<file path="config.mk">
export PLATFORM = sky130hd
export DESIGN_NAME = light_serializer_flat
export DESIGN_NICKNAME = d
export VERILOG_FILES = /design/src/rtl/light_serializer_if.sv /design/src/rtl/light_serializer.sv /design/src/flat_wrapper.sv
export SDC_FILE = /design/constraint.sdc
export NUM_CORES = 1
export LEC_CHECK = 0
export CAP_MARGIN = 20
export CORE_ASPECT_RATIO = 0.75
export CORE_UTILIZATION = 39
export DETAILED_ROUTE_END_ITERATION = 12
export HOLD_SLACK_MARGIN = 0.06
export MAX_ROUTING_LAYER = met4
export PLACE_DENSITY = 0.72
export SYNTH_ARGS = -nofsm -noshare
export SYNTH_HDL_FRONTEND = slang
export SYNTH_SLANG_ARGS = --single-unit
</file>
<file path="constraint.sdc">
create_clock -name clk -period 3.4 [get_ports clk]
set_input_delay 0.68 -clock clk [delete_from_list [all_inputs] [get_ports clk]]
set_output_delay 0.68 -clock clk [all_outputs]
set_load 0.01 [all_outputs]
</file>
<file path="src/rtl/light_serializer_if.sv">
// Bus between the LED flasher and the serializer: bar pattern and send request in,
// busy plus the three-wire shift-register link out.
interface light_serializer_if;
  logic [15:0] light;
  logic        send;
  logic        busy;
  logic        sclk;
  logic        sdata;
  logic        latch;

  modport master (output light, send, input busy, sclk, sdata, latch);
  modport slave  (input light, send, output busy, sclk, sdata, latch);
endinterface

</file>
<file path="src/rtl/light_serializer.sv">
// Shifts a 16-bit LED bar pattern MSB first into an external shift register, then latches it.
// Optional feature macro: LIGHT_SERIALIZER_CHANGE_DETECT_EN (auto-send on light change).
module light_serializer #(
  parameter int HALF = 2
) (
  input  logic             clk,
  input  logic             reset,
  light_serializer_if.slave bus
);

  typedef enum logic [1:0] {IDLE, SHIFT, LATCH} state_t;

  state_t      state, state_nxt;
  logic [15:0] shreg;
  logic [7:0]  div;
  logic [3:0]  bit_cnt;
  logic        phase;
  logic        start;
  logic        div_end;

  assign div_end = (div == 8'(HALF - 1));

`ifdef LIGHT_SERIALIZER_CHANGE_DETECT_EN
  logic [15:0] last_sent;
  logic        pending;

  assign start = bus.send || pending || (bus.light != last_sent);

  always_ff @(posedge clk) begin
    if (reset) begin
      last_sent <= '0;
      pending   <= 1'b0;
    end else if (state == IDLE) begin
      if (start) begin
        last_sent <= bus.light;
        pending   <= 1'b0;
      end
    end else if (bus.light != last_sent) begin
      pending <= 1'b1;
    end
  end
`else
  assign start = bus.send;
`endif

  always_ff @(posedge clk) begin
    if (reset) state <= IDLE;
    else       state <= state_nxt;
  end

  always_comb begin
    state_nxt = state;
    case (state)
      IDLE:    if (start) state_nxt = SHIFT;
      SHIFT:   if (div_end && phase && bit_cnt == 4'd15) state_nxt = LATCH;
      LATCH:   if (div_end) state_nxt = IDLE;
      default: state_nxt = IDLE;
    endcase
  end

  // phase is the sclk level; a bit advances only at the end of its high phase
  always_ff @(posedge clk) begin
    if (reset) begin
      shreg   <= '0;
      div     <= '0;
      bit_cnt <= '0;
      phase   <= 1'b0;
    end else begin
      case (state)
        IDLE: begin
          div     <= '0;
          bit_cnt <= '0;
          phase   <= 1'b0;
          if (start) shreg <= bus.light;
        end
        SHIFT: begin
          if (div_end) begin
            div   <= '0;
            phase <= ~phase;
            if (phase) begin
              shreg   <= shreg << 1;
              bit_cnt <= bit_cnt + 4'd1;
            end
          end else begin
            div <= div + 8'd1;
          end
        end
        LATCH: div <= div_end ? 8'd0 : div + 8'd1;
        default: div <= '0;
      endcase
    end
  end

  assign bus.busy  = (state != IDLE);
  assign bus.sclk  = (state == SHIFT) && phase;
  assign bus.sdata = (state == SHIFT) && shreg[15];
  assign bus.latch = (state == LATCH);

endmodule
</file>
<file path="src/flat_wrapper.sv">
// flat-port wrapper written by rule: the top's interface ports become plain ports
module light_serializer_flat 
#(
  parameter int HALF = 2
)
  (clk, reset, bus_light, bus_send, bus_busy, bus_sclk, bus_sdata, bus_latch);
  light_serializer_if bus_i ();
  input  logic clk;
  input  logic reset;
  input wire logic [$bits(bus_i.light)-1:0] bus_light;
  input wire logic [$bits(bus_i.send)-1:0] bus_send;
  output wire logic [$bits(bus_i.busy)-1:0] bus_busy;
  output wire logic [$bits(bus_i.sclk)-1:0] bus_sclk;
  output wire logic [$bits(bus_i.sdata)-1:0] bus_sdata;
  output wire logic [$bits(bus_i.latch)-1:0] bus_latch;
  assign bus_i.light = bus_light;
  assign bus_i.send = bus_send;
  assign bus_busy = bus_i.busy;
  assign bus_sclk = bus_i.sclk;
  assign bus_sdata = bus_i.sdata;
  assign bus_latch = bus_i.latch;
  light_serializer #(.HALF(HALF)) u_core (.clk(clk), .reset(reset), .bus(bus_i));
endmodule
</file>
==> out/metrics.csv <==
metric;value;unit
outcome;complete, no violations;
Most used DFF post-synth;dfxtp_1;
H-tree levels;2;
GRT Total Usage;16.7;%
DRT Pass-1 Iters;4;
Synth Instances;162;
Diodes inserted;0;
Avg Synthesized Cell Area;9.50;um^2
max-capacitance violation count;0;
I/O pins;23;
vias in the first global route;1220;
antenna violations before repair;0;
Root Driver;clkbuf_8;
Clock Path Buffers;2;
Fmax;0.386;GHz
CTS tree;done;
routed wl met2;1450;um
YS warnings;0;
worst hold path class;reg -> reg;
Critical R2R Launch;u_core.div[0];
cts hold-fix bufs;0;
vias per cell;5.34;
max incr delay on CP;0.53;ns
Buffers & Inverters on Critical Path;3;
Pins Over Slew Limit;0;
area grow syn2layout;22.8;%
row count;19;
reg2reg setup slack;1.40;ns
slew margin rel.;58.2;%
post_cts resized;0;
Hold Path Depth;1;
full die area;4200;um^2
IO Port Bufs;22;
most frequent cells in the layout;dfxtp_1, clkdlybuf4s50_1, a21oi_1, mux2i_1, a211oi_1;
final global-route overflow total;0;
Seq/Total Area, Yosys;40.3;%
maximum fanout along the worst path;18;
slowest library cell on the worst path;clkdlybuf4s50_1;
pwr/cell area;627;nW/um^2
Starting Density;41.5;%
EDFF count, synth;0;
hold_sp;u_core.div[0];
Final min period;2.59;ns
hold violation total from the final report;0;
CP Launch Type;flip-flop;
Synth top area share;40.3;%
Synth area leaders;dfxtp_1, mux2i_1, a211oi_1;
peak supply drop;0.310;mV
Critical Path, Cell by Cell;inv_1 -> ha_1 -> buf_4 -> and2_1 -> clkdlybuf4s50_1;
TNS Setup;0;ns
TritonCTS buffer count;5;
post-route ant nets;0;
Crit path max-delay family;buffers and inverters;
Routed WL per cell;13.2;um
commonest non-fill, non-tap cell in the layout;dfxtp_1;
routability cong.;0.744;
Core Box Area;3710;um^2
Post-CTS Setup Bufs;0;
RSZ-0062 raised after global routing;no;
clock sink count;31;
flops & latches, synth;31;
asr flop ratio synth;0;%
drt total wl;3140;um
Final period util;76.1;%
Least-Margin Pin Slew;0.627;ns
DR iter-0 viols;46;
Netlist cell types;39;
Final setup viols;0;
Mapped Area;1540;um^2
layout cell share with drive strength beyond 1;9.09;%
DRC;0;
met3 WL post-DR;110;um
post-layout net count;211;
largest net degree at the start of global routing;24;
Crit Path Class;reg -> out;
WP data required;2.72;ns
Yosys top cell by area;dfxtp_1;
Reg-to-Reg End;u_core.shreg[8];
hold endpoint;u_core.div[0];
Crit. End Element;primary output;
clk_skew;0.00583;ns
DR vias;1276;
Pleak;0.663;nW
die width;74.5;um
critical path arrival;1.91;ns
Worst-path clk slew;0.06;ns
detailed placer's ending HPWL;2240;um
Syn Nets;187;
WL met1;1560;um
cells on worst reg2reg path;5;
Die Ht;56.4;um
Clk Latency, worst-skew pair;0.27;ns
first-pass GRT wire length;5230;um
uppermost routed layer;met4;
total power;1.18;mW
-- through the flow --
stage               instances  instance area [um^2]  setup slack [ns]  hold slack [ns]  util (%)
finish                    239                  1890             0.811            0.495      50.9
global route              239                  1890             0.702            0.528      50.9
CTS                       239                  1890             0.798            0.504      50.9
detailed placement        231                  1810              1.10            0.492      48.8
global placement          231                  1810              1.16            0.445      48.8
floorplan                 162                  1540              1.56            0.433         -
-- final cells by class --
cell class              count  area [um^2]
fillers                   358         1820
multi-input cells         118          865
flip-flops and latches     31          621
repair buffers             24          235
clock buffers               7         76.3
well taps                  52         65.1
inverters                   6         22.5
clock inverters             1         5.00
-- Yosys cell counts (2+ instances only) --
master	number
nor3_1	3
xnor2_1	3
ha_1	6
mux2i_1	17
a22oi_1	2
inv_1	6
xor2_1	2
a211oi_1	15
clkbuf_1	3
or3_1	2
nand2_1	3
nand3_1	3
nand3b_1	2
nor2_1	13
a21oi_1	18
and3_1	2
nor2b_1	3
and2_1	2
dfxtp_1	31
buf_1	2
nand2b_1	3
o21ai_0	4
-- state kept, by name, summed over array words and instances, names as in the netlist --
register        count
u_core.phase        1
u_core.div          8
u_core.state        2
u_core.bit_cnt      4
u_core.shreg       16
-- layer usage --
| layer | vias to the layer above | GRT usage (%) |
|---|---|---|
| met5 | - | - |
| met4 | 0 | 6.47 |
| met1 | 613 | 21.1 |
| met2 | 21 | 25.4 |
| met3 | 2 | 4.31 |
| li1 | 640 | - |
-- worst max-delay path by stage --
stage	startpoint	endpoint	cells past startpoint
3_3_place_gp	u_core.state[1]	bus_sdata	5
5_1_grt	u_core.state[1]	bus_sdata	5
4_1_cts	u_core.state[1]	bus_sdata	5
2_1_floorplan	u_core.state[1]	bus_sdata	4
6_report	u_core.state[1]	bus_sdata	5
3_5_place_dp	u_core.state[1]	bus_sdata	5
-- worst register-to-register path, delay by kind of cell (launching register included) --
family	cells	cell delay (ns)
fa+ha+maj	1	0.21
flops	1	0.38
compound gates	2	0.40
simple gates	2	0.84
-- report_power, final --
group	internal (mW)	switching, mW	total, mW
combinational	0.189	0.245	0.434
sequential	0.439	0.0422	0.481
clock	0.143	0.126	0.270
-- logic make-up after synthesis --
group / after synthesis / synth area share [%]
mux: 17 / 11.1
buf+inv: 13 / 3.50
compound gates: 47 / 20.0
flops: 31 / 40.3
simple gates: 43 / 17.4
fa+ha+maj: 6 / 4.88
xor+xnor: 5 / 2.85
Power figures use the tool's default switching activity.
